<file path="src/rtl/mem_pkg.sv">
// mem_pkg: shared definitions for the memory-access stage.
//   state_t      - access FSM states (IDLE, REQ, WAIT)
//   LB..SW       - funct3 encodings for loads and stores
//   size_t       - access width decoded from funct3[1:0]
//   access_size  - funct3 -> access width; 011/110/111 decode as word
package mem_pkg;

    typedef enum logic [1:0] {
        IDLE = 2'd0,
        REQ  = 2'd1,
        WAIT = 2'd2
    } state_t;

    localparam logic [2:0] LB  = 3'b000;
    localparam logic [2:0] LH  = 3'b001;
    localparam logic [2:0] LW  = 3'b010;
    localparam logic [2:0] LBU = 3'b100;
    localparam logic [2:0] LHU = 3'b101;
    localparam logic [2:0] SB  = 3'b000;
    localparam logic [2:0] SH  = 3'b001;
    localparam logic [2:0] SW  = 3'b010;

    typedef enum logic [1:0] {
        SZ_BYTE = 2'd0,
        SZ_HALF = 2'd1,
        SZ_WORD = 2'd2
    } size_t;

    function automatic size_t access_size(input logic [2:0] f3);
        if (f3[1:0] == LB[1:0]) begin
            return SZ_BYTE;
        end else if (f3[1:0] == LH[1:0]) begin
            return SZ_HALF;
        end else begin
            return SZ_WORD;
        end
    endfunction

endpackage

</file>
<file path="src/rtl/mem_align.sv">
// mem_align: combinational lane formatting for the memory stage.
//   i_funct3      access size / signedness
//   i_addr_lo     byte offset within the word
//   i_store_data  store value (rs2)
//   i_resp_data   word returned by the data cache
//   o_wmask       byte-enable mask for the store
//   o_wdata       store value replicated across lanes
//   o_load_data   selected and sign/zero-extended load value
//   o_misaligned  access crosses its natural alignment
module mem_align
    import mem_pkg::*;
#(
    parameter int XLEN = 32
) (
    input  logic [2:0]      i_funct3,
    input  logic [1:0]      i_addr_lo,
    input  logic [XLEN-1:0] i_store_data,
    input  logic [XLEN-1:0] i_resp_data,
    output logic [3:0]      o_wmask,
    output logic [XLEN-1:0] o_wdata,
    output logic [XLEN-1:0] o_load_data,
    output logic            o_misaligned
);

    size_t           w_size;
    logic            w_sext;
    logic [XLEN-1:0] w_lane;

    assign w_size = access_size(i_funct3);
    // funct3[2] marks the unsigned load variants
    assign w_sext = ~i_funct3[2];
    // Shift the addressed byte/half down to bit 0
    assign w_lane = i_resp_data >> {i_addr_lo, 3'b000};

    always_comb begin
        o_wmask      = '1;
        o_wdata      = i_store_data;
        o_load_data  = i_resp_data;
        o_misaligned = 1'b0;
        case (w_size)
            SZ_BYTE: begin
                o_wmask     = 4'b0001 << i_addr_lo;
                o_wdata     = {4{i_store_data[7:0]}};
                o_load_data = {{24{w_lane[7] & w_sext}}, w_lane[7:0]};
            end
            SZ_HALF: begin
                o_wmask      = 4'b0011 << i_addr_lo;
                o_wdata      = {2{i_store_data[15:0]}};
                o_load_data  = {{16{w_lane[15] & w_sext}}, w_lane[15:0]};
                o_misaligned = i_addr_lo[0];
            end
            default: begin
                o_misaligned = |i_addr_lo;
            end
        endcase
    end

endmodule

</file>
<file path="src/rtl/mem_stage.sv">
// mem_stage: pipeline memory-access stage downstream of execute.
//   clk, rst                 clock, synchronous active-high reset
//   ex_*                     instruction presented by execute
//   stall                    execute must hold its inputs (access in flight)
//   dc_req_* / dc_resp_*     data-cache request handshake and load response
//   wb_valid/data/rd/reg_we  registered writeback bundle (also forwarding source)
//   misaligned               one-cycle pulse: access dropped for misalignment
module mem_stage
    import mem_pkg::*;
#(
    parameter int XLEN = 32
) (
    input  logic            clk,
    input  logic            rst,
    input  logic            ex_valid,
    input  logic [XLEN-1:0] ex_result,
    input  logic [XLEN-1:0] ex_store_data,
    input  logic [2:0]      ex_funct3,
    input  logic            ex_mem_we,
    input  logic            ex_mem_re,
    input  logic [4:0]      ex_rd,
    input  logic            ex_reg_we,
    output logic            stall,
    output logic            dc_req_valid,
    input  logic            dc_req_ready,
    output logic            dc_req_we,
    output logic [XLEN-1:0] dc_req_addr,
    output logic [XLEN-1:0] dc_req_wdata,
    output logic [3:0]      dc_req_wmask,
    input  logic            dc_resp_valid,
    input  logic [XLEN-1:0] dc_resp_data,
    output logic            wb_valid,
    output logic [XLEN-1:0] wb_data,
    output logic [4:0]      wb_rd,
    output logic            wb_reg_we,
    output logic            misaligned
);

    state_t          r_state;
    state_t          w_next_state;

    // Held memory access
    logic [XLEN-1:0] r_addr;
    logic [XLEN-1:0] r_sdata;
    logic [2:0]      r_funct3;
    logic [4:0]      r_rd;
    logic            r_is_store;
    logic            r_reg_we;

    // Writeback bundle
    logic            r_wb_valid;
    logic [XLEN-1:0] r_wb_data;
    logic [4:0]      r_wb_rd;
    logic            r_wb_reg_we;
    logic            r_misaligned;

    logic            w_idle;
    logic            w_is_mem;
    logic            w_accept;
    logic [2:0]      w_funct3;
    logic [1:0]      w_addr_lo;
    logic [3:0]      w_wmask;
    logic [XLEN-1:0] w_wdata;
    logic [XLEN-1:0] w_load_data;
    logic            w_misaligned;

    assign w_idle   = (r_state == IDLE);
    assign w_is_mem = ex_mem_we | ex_mem_re;
    assign w_accept = w_idle & ex_valid;

    // One aligner serves both phases: in IDLE it checks the incoming EX
    // access for misalignment, otherwise it formats the held access.
    assign w_funct3  = w_idle ? ex_funct3 : r_funct3;
    assign w_addr_lo = w_idle ? ex_result[1:0] : r_addr[1:0];

    mem_align #(.XLEN(XLEN)) u_align (
        .i_funct3     (w_funct3),
        .i_addr_lo    (w_addr_lo),
        .i_store_data (r_sdata),
        .i_resp_data  (dc_resp_data),
        .o_wmask      (w_wmask),
        .o_wdata      (w_wdata),
        .o_load_data  (w_load_data),
        .o_misaligned (w_misaligned)
    );

    always_ff @(posedge clk) begin
        if (rst) begin
            r_state <= IDLE;
        end else begin
            r_state <= w_next_state;
        end
    end

    always_comb begin
        w_next_state = r_state;
        stall        = (r_state != IDLE);
        dc_req_valid = 1'b0;
        case (r_state)
            IDLE: begin
                if (ex_valid && w_is_mem && !w_misaligned) begin
                    w_next_state = REQ;
                end
            end
            REQ: begin
                dc_req_valid = 1'b1;
                if (dc_req_ready) begin
                    w_next_state = r_is_store ? IDLE : WAIT;
                end
            end
            WAIT: begin
                if (dc_resp_valid) begin
                    w_next_state = IDLE;
                end
            end
            default: begin
                w_next_state = IDLE;
            end
        endcase
    end

    assign dc_req_we    = r_is_store;
    assign dc_req_addr  = {r_addr[XLEN-1:2], 2'b00};
    assign dc_req_wdata = w_wdata;
    assign dc_req_wmask = w_wmask;

    // Access capture; contents only matter while the FSM is out of IDLE
    always_ff @(posedge clk) begin
        if (w_accept && w_is_mem) begin
            r_addr     <= ex_result;
            r_sdata    <= ex_store_data;
            r_funct3   <= ex_funct3;
            r_rd       <= ex_rd;
            r_is_store <= ex_mem_we;
            r_reg_we   <= ex_reg_we;
        end
    end

    always_ff @(posedge clk) begin
        if (rst) begin
            r_wb_valid   <= 1'b0;
            r_wb_data    <= '0;
            r_wb_rd      <= '0;
            r_wb_reg_we  <= 1'b0;
            r_misaligned <= 1'b0;
        end else begin
            r_wb_valid   <= 1'b0;
            r_wb_reg_we  <= 1'b0;
            r_misaligned <= 1'b0;
            case (r_state)
                IDLE: begin
                    if (ex_valid && !w_is_mem) begin
                        r_wb_valid  <= 1'b1;
                        r_wb_data   <= ex_result;
                        r_wb_rd     <= ex_rd;
                        r_wb_reg_we <= ex_reg_we;
                    end else if (ex_valid && w_misaligned) begin
                        r_wb_valid   <= 1'b1;
                        r_wb_rd      <= ex_rd;
                        r_misaligned <= 1'b1;
                    end
                end
                REQ: begin
                    if (dc_req_ready && r_is_store) begin
                        r_wb_valid <= 1'b1;
                        r_wb_rd    <= r_rd;
                    end
                end
                WAIT: begin
                    if (dc_resp_valid) begin
                        r_wb_valid  <= 1'b1;
                        r_wb_data   <= w_load_data;
                        r_wb_rd     <= r_rd;
                        r_wb_reg_we <= r_reg_we;
                    end
                end
                default: begin
                end
            endcase
        end
    end

    assign wb_valid   = r_wb_valid;
    assign wb_data    = r_wb_data;
    assign wb_rd      = r_wb_rd;
    assign wb_reg_we  = r_wb_reg_we;
    assign misaligned = r_misaligned;

endmodule

</file>
<file path="config.mk">
export PLATFORM = sky130hd
export DESIGN_NAME = mem_stage
export DESIGN_NICKNAME = d
export VERILOG_FILES = /design/src/rtl/mem_pkg.sv /design/src/rtl/mem_align.sv /design/src/rtl/mem_stage.sv
export SDC_FILE = /design/constraint.sdc
export NUM_CORES = 1
export LEC_CHECK = 0
export ABC_AREA = 1
export BUFFER_PORTS_ARGS = -buffer_cell sky130_fd_sc_hd__buf_2
export CORE_UTILIZATION = 45
export CTS_CLUSTER_SIZE = 10
export DETAILED_ROUTE_END_ITERATION = 6
export PLACE_DENSITY = 0.83
export SYNTH_ARGS = -nofsm -noshare
export SYNTH_HDL_FRONTEND = slang
export SYNTH_HIERARCHICAL = 1
export SYNTH_SLANG_ARGS = --single-unit
</file>
<file path="constraint.sdc">
create_clock -name clk -period 4.7 [get_ports clk]
set_clock_uncertainty 0.1 [all_clocks]
set_input_delay 0.235 -clock clk [delete_from_list [all_inputs] [get_ports clk]]
set_output_delay 0.235 -clock clk [all_outputs]
set_load 0.02 [all_outputs]
</file>
==> impl_metrics.ini <==
[worst_hold_path]
min_path_type = in -> reg

[drt]
drtPass1Iterations = 5
vias_per_cell = 4.908
vias = 5669
wl_per_cell_um = 15.46
wl_met2_um = 9019
top_layer = met5
drt-met1-wl_um = 7107
drc = 0
wl_met3_um = 1499
routed_wl_um = 17860
drtIter0Drc = 501
antenna_left = 0

[place]
io_buffers = 220
place.gp.congestion = 0.8319
hpwl_um = 11530

[grt]
grt_remaining_overflow = 0
grt_max_degree = 74
track_usage_pct = 26.29
grt_pass1_wl_um = 26450
grt_pass1_vias = 5300
antenna_found_initial = 3

[clock_tree]
path_clk_slew_ps = 50
cts_made_buffers = 17
clockRootBuffer = clkbuf_16
cts_tree = built
clock-sinks = 116
ctsLongestPathBuffers = 2
clock_latency_ps = 420
h-tree-depth = 4

[job]
cap_violations = 0

[setup_path]
crit_family = simple AND/OR/NAND/NOR gates
startpoint_type = flop
crit_type = reg -> out
worstPathCellList = inv_1 > ha_1 > inv_1 > nand2_1 > nand2_2 > nor2_2 > inv_1 > o211ai_1 > buf_2
path_max_fanout = 27
cp_slowest_cell = nor2_2
crit_top_cell = inv_1
crit_buf_inv = 4
slowest_delay_ps = 830
cp.required_ps = 4370
arrival_ps = 3310
setup.worst_path.end_class = primary output

[pwr]
pwr-share-clk_pct = 28.2
ir_drop_v = 0.0004077
power_density_mw_per_mm2 = 637.8
p_sw_mw = 2.159
p_seq_share_pct = 27.8
sw_frac_of_total_pct = 41.15
internal-power_mw = 3.088
fin_total_pwr_mw = 5.247
combPwrFrac_pct = 44.0
cellLeakagePower_nw = 3.969

[finish]
seqCellArea_mm2 = 0.003063
drive_above_1_share_pct = 30.07
area_growth_pct = 38.04
nets = 1085
multi_input_area_mm2 = 0.002270
final_core_util_pct = 64.40
n_fill_cell = 1050

[timing]
timing.final.crit_share_pct = 77.52
grt_setup_unrepaired = false
whs_ps = 20.63
setup_viol = 0
report.final.slew_viol_count = 0
fmax_mhz = 274.5
hold_viol = 0
fin_crit_ps = 3643
setup-tns-final_ps = 0
tightest_slew_ps = 1140
relSlewSlack_pct = 23.92

[floorplan]
pin_count = 223
core_mm2 = 0.01277
die_height_um = 117.1
die-area_mm2 = 0.01371
start_util_pct = 46.65
num_rows = 41
die_w_um = 117.1

[synth]
syn_avg_cell_area_um2 = 8.243
synthCells = 723
synth.distinct_cells = 33
ys_seq_area_share_pct = 51.40
syn_area_mm2 = 0.005959
synth_warnings = 6
ys_ff_latch = 116

[run_status]
status = finished, final reports clean
## kinds of logic (layout without fill, tap and decap cells)
group	Yosys count	count (layout)	share of synthesized area, %
and+or+nand+nor	430	430	30.53
DFF	116	116	51.40
buffers and inverters	102	359	10.77
AOI/OAI and AO/OA	69	69	6.194
adders and majority gates	5	5	1.050
other	1	4	0.06293
## power groups by stage
stage / Sequential, mW / Clock [mW] / Combinational (mW)
3_5_place_dp: 1.47 / 0 / 2.24
4_1_cts: 1.46 / 1.49 / 2.30
3_3_place_gp: 1.47 / 0 / 2.22
2_1_floorplan: 1.60 / 0 / 1.61
5_1_grt: 1.48 / 1.54 / 2.55
6_report: 1.46 / 1.48 / 2.31
## registers in the layout, summed over array words and instances, names as in the netlist
register	cells
wb_reg_we	1
r_reg_we	1
dc_req_we	1
wb_rd	5
r_sdata	32
r_state	2
wb_valid	1
r_addr	32
r_funct3	3
wb_data	32
r_rd	5
misaligned	1
## per-layer routing
metal / GRT usage [%] / up-vias
met5: 0 / -
met4: 8.523 / 2
met3: 8.239 / 20
met2: 46.98 / 248
met1: 29.84 / 2591
li1: - / 2808
## synth_stat cells (all sizes together)
master | instances | area, µm²
a31oi | 1 | 6.260
buf | 63 | 495.5
o21ai | 44 | 220.2
a21oi | 16 | 83.83
conb | 1 | 3.750
o22ai | 1 | 6.260
nand3 | 67 | 357.8
clkinv | 1 | 3.750
clkbuf | 12 | 45.04
nand4 | 1 | 6.260
inv | 26 | 97.59
nor2 | 90 | 410.4
a21boi | 5 | 37.54
o211ai | 2 | 15.01
nor3 | 1 | 5.000
nand2 | 270 | 1033
edfxtp | 74 | 2222
and2 | 1 | 6.260
ha | 5 | 62.56
dfxtp | 42 | 840.8
## worst paths after layout
| path | from | to | slack [ps] | cells past startpoint |
|---|---|---|---|---|
| hold reg to reg | wb_rd[2]$_SDFFE_PP0P_ | wb_rd[2]$_SDFFE_PP0P_ | 370 | 2 |
| setup / recovery | r_state[0]$_SDFFE_PP0P_ | dc_req_wdata[25] | 1060 | 9 |
| hold / removal | dc_req_ready | wb_valid$_SDFF_PP0_ | 20 | 3 |
| setup reg to reg | r_state[0]$_SDFFE_PP0P_ | wb_data[27]$_SDFFE_PP0P_ | 1290 | 14 |
## layout by cell type, fill, tap and decap left out, types with 4 or more instances in the layout
cell type and n:
nor2_1 62, nor2_2 26, buf_2 220, nand3_1 64, inv_1 25, ha_1 5, dlygate4sd3_1 76, buf_4 4
a21oi_1 15, bufinv_16 5, o21ai_0 42, clkbuf_16 17, clkbuf_8 6, a21boi_0 5, edfxtp_1 74, dfxtp_1 42
nand2_1 263, nand2_2 6
## metrics by stage
step	area [µm²]	setup WS, ps	cells
floorplan	5963	119.1	724
global placement	6780	1421	1045
detailed placement	6780	1348	1045
CTS	8222	1043	1153
global route	8224	805.9	1154
finish	8227	1057	1155
## what timing repair did
| item | 4_1_cts | 5_1_grt |
|---|---|---|
| gates resized for setup | 0 | 0 |
| hold buffers | 76 | 0 |
| endpoints found under the setup margin | 0 | 0 |
| hold endpoints to repair | 76 | 0 |
| setup buffers | 0 | 0 |
## worst reg2reg max path, cell delays in order, from the launching register on
cell     delay (ps)
dfxtp_1         330
inv_1           120
ha_1            420
inv_1           190
nand2_1         110
nand2_2         340
nor2_2          530
inv_1           260
nor2_2          180
nand2_4         180
nand3_1         160
nand2_1          70
nand2_1          70
o21ai_0         100
nor2_1          190
## final cells by class
class                           count  area share [%]
Clock buffer                       24           6.221
Multi-Input combinational cell    506           27.59
Antenna cell                        2         0.06084
Tap cell                          172           2.616
Clock inverter                      8           2.053
Inverter                           27           1.232
Sequential cell                   116           37.23
Timing Repair Buffer              300           23.00
(Power assumes the default switching activity.)
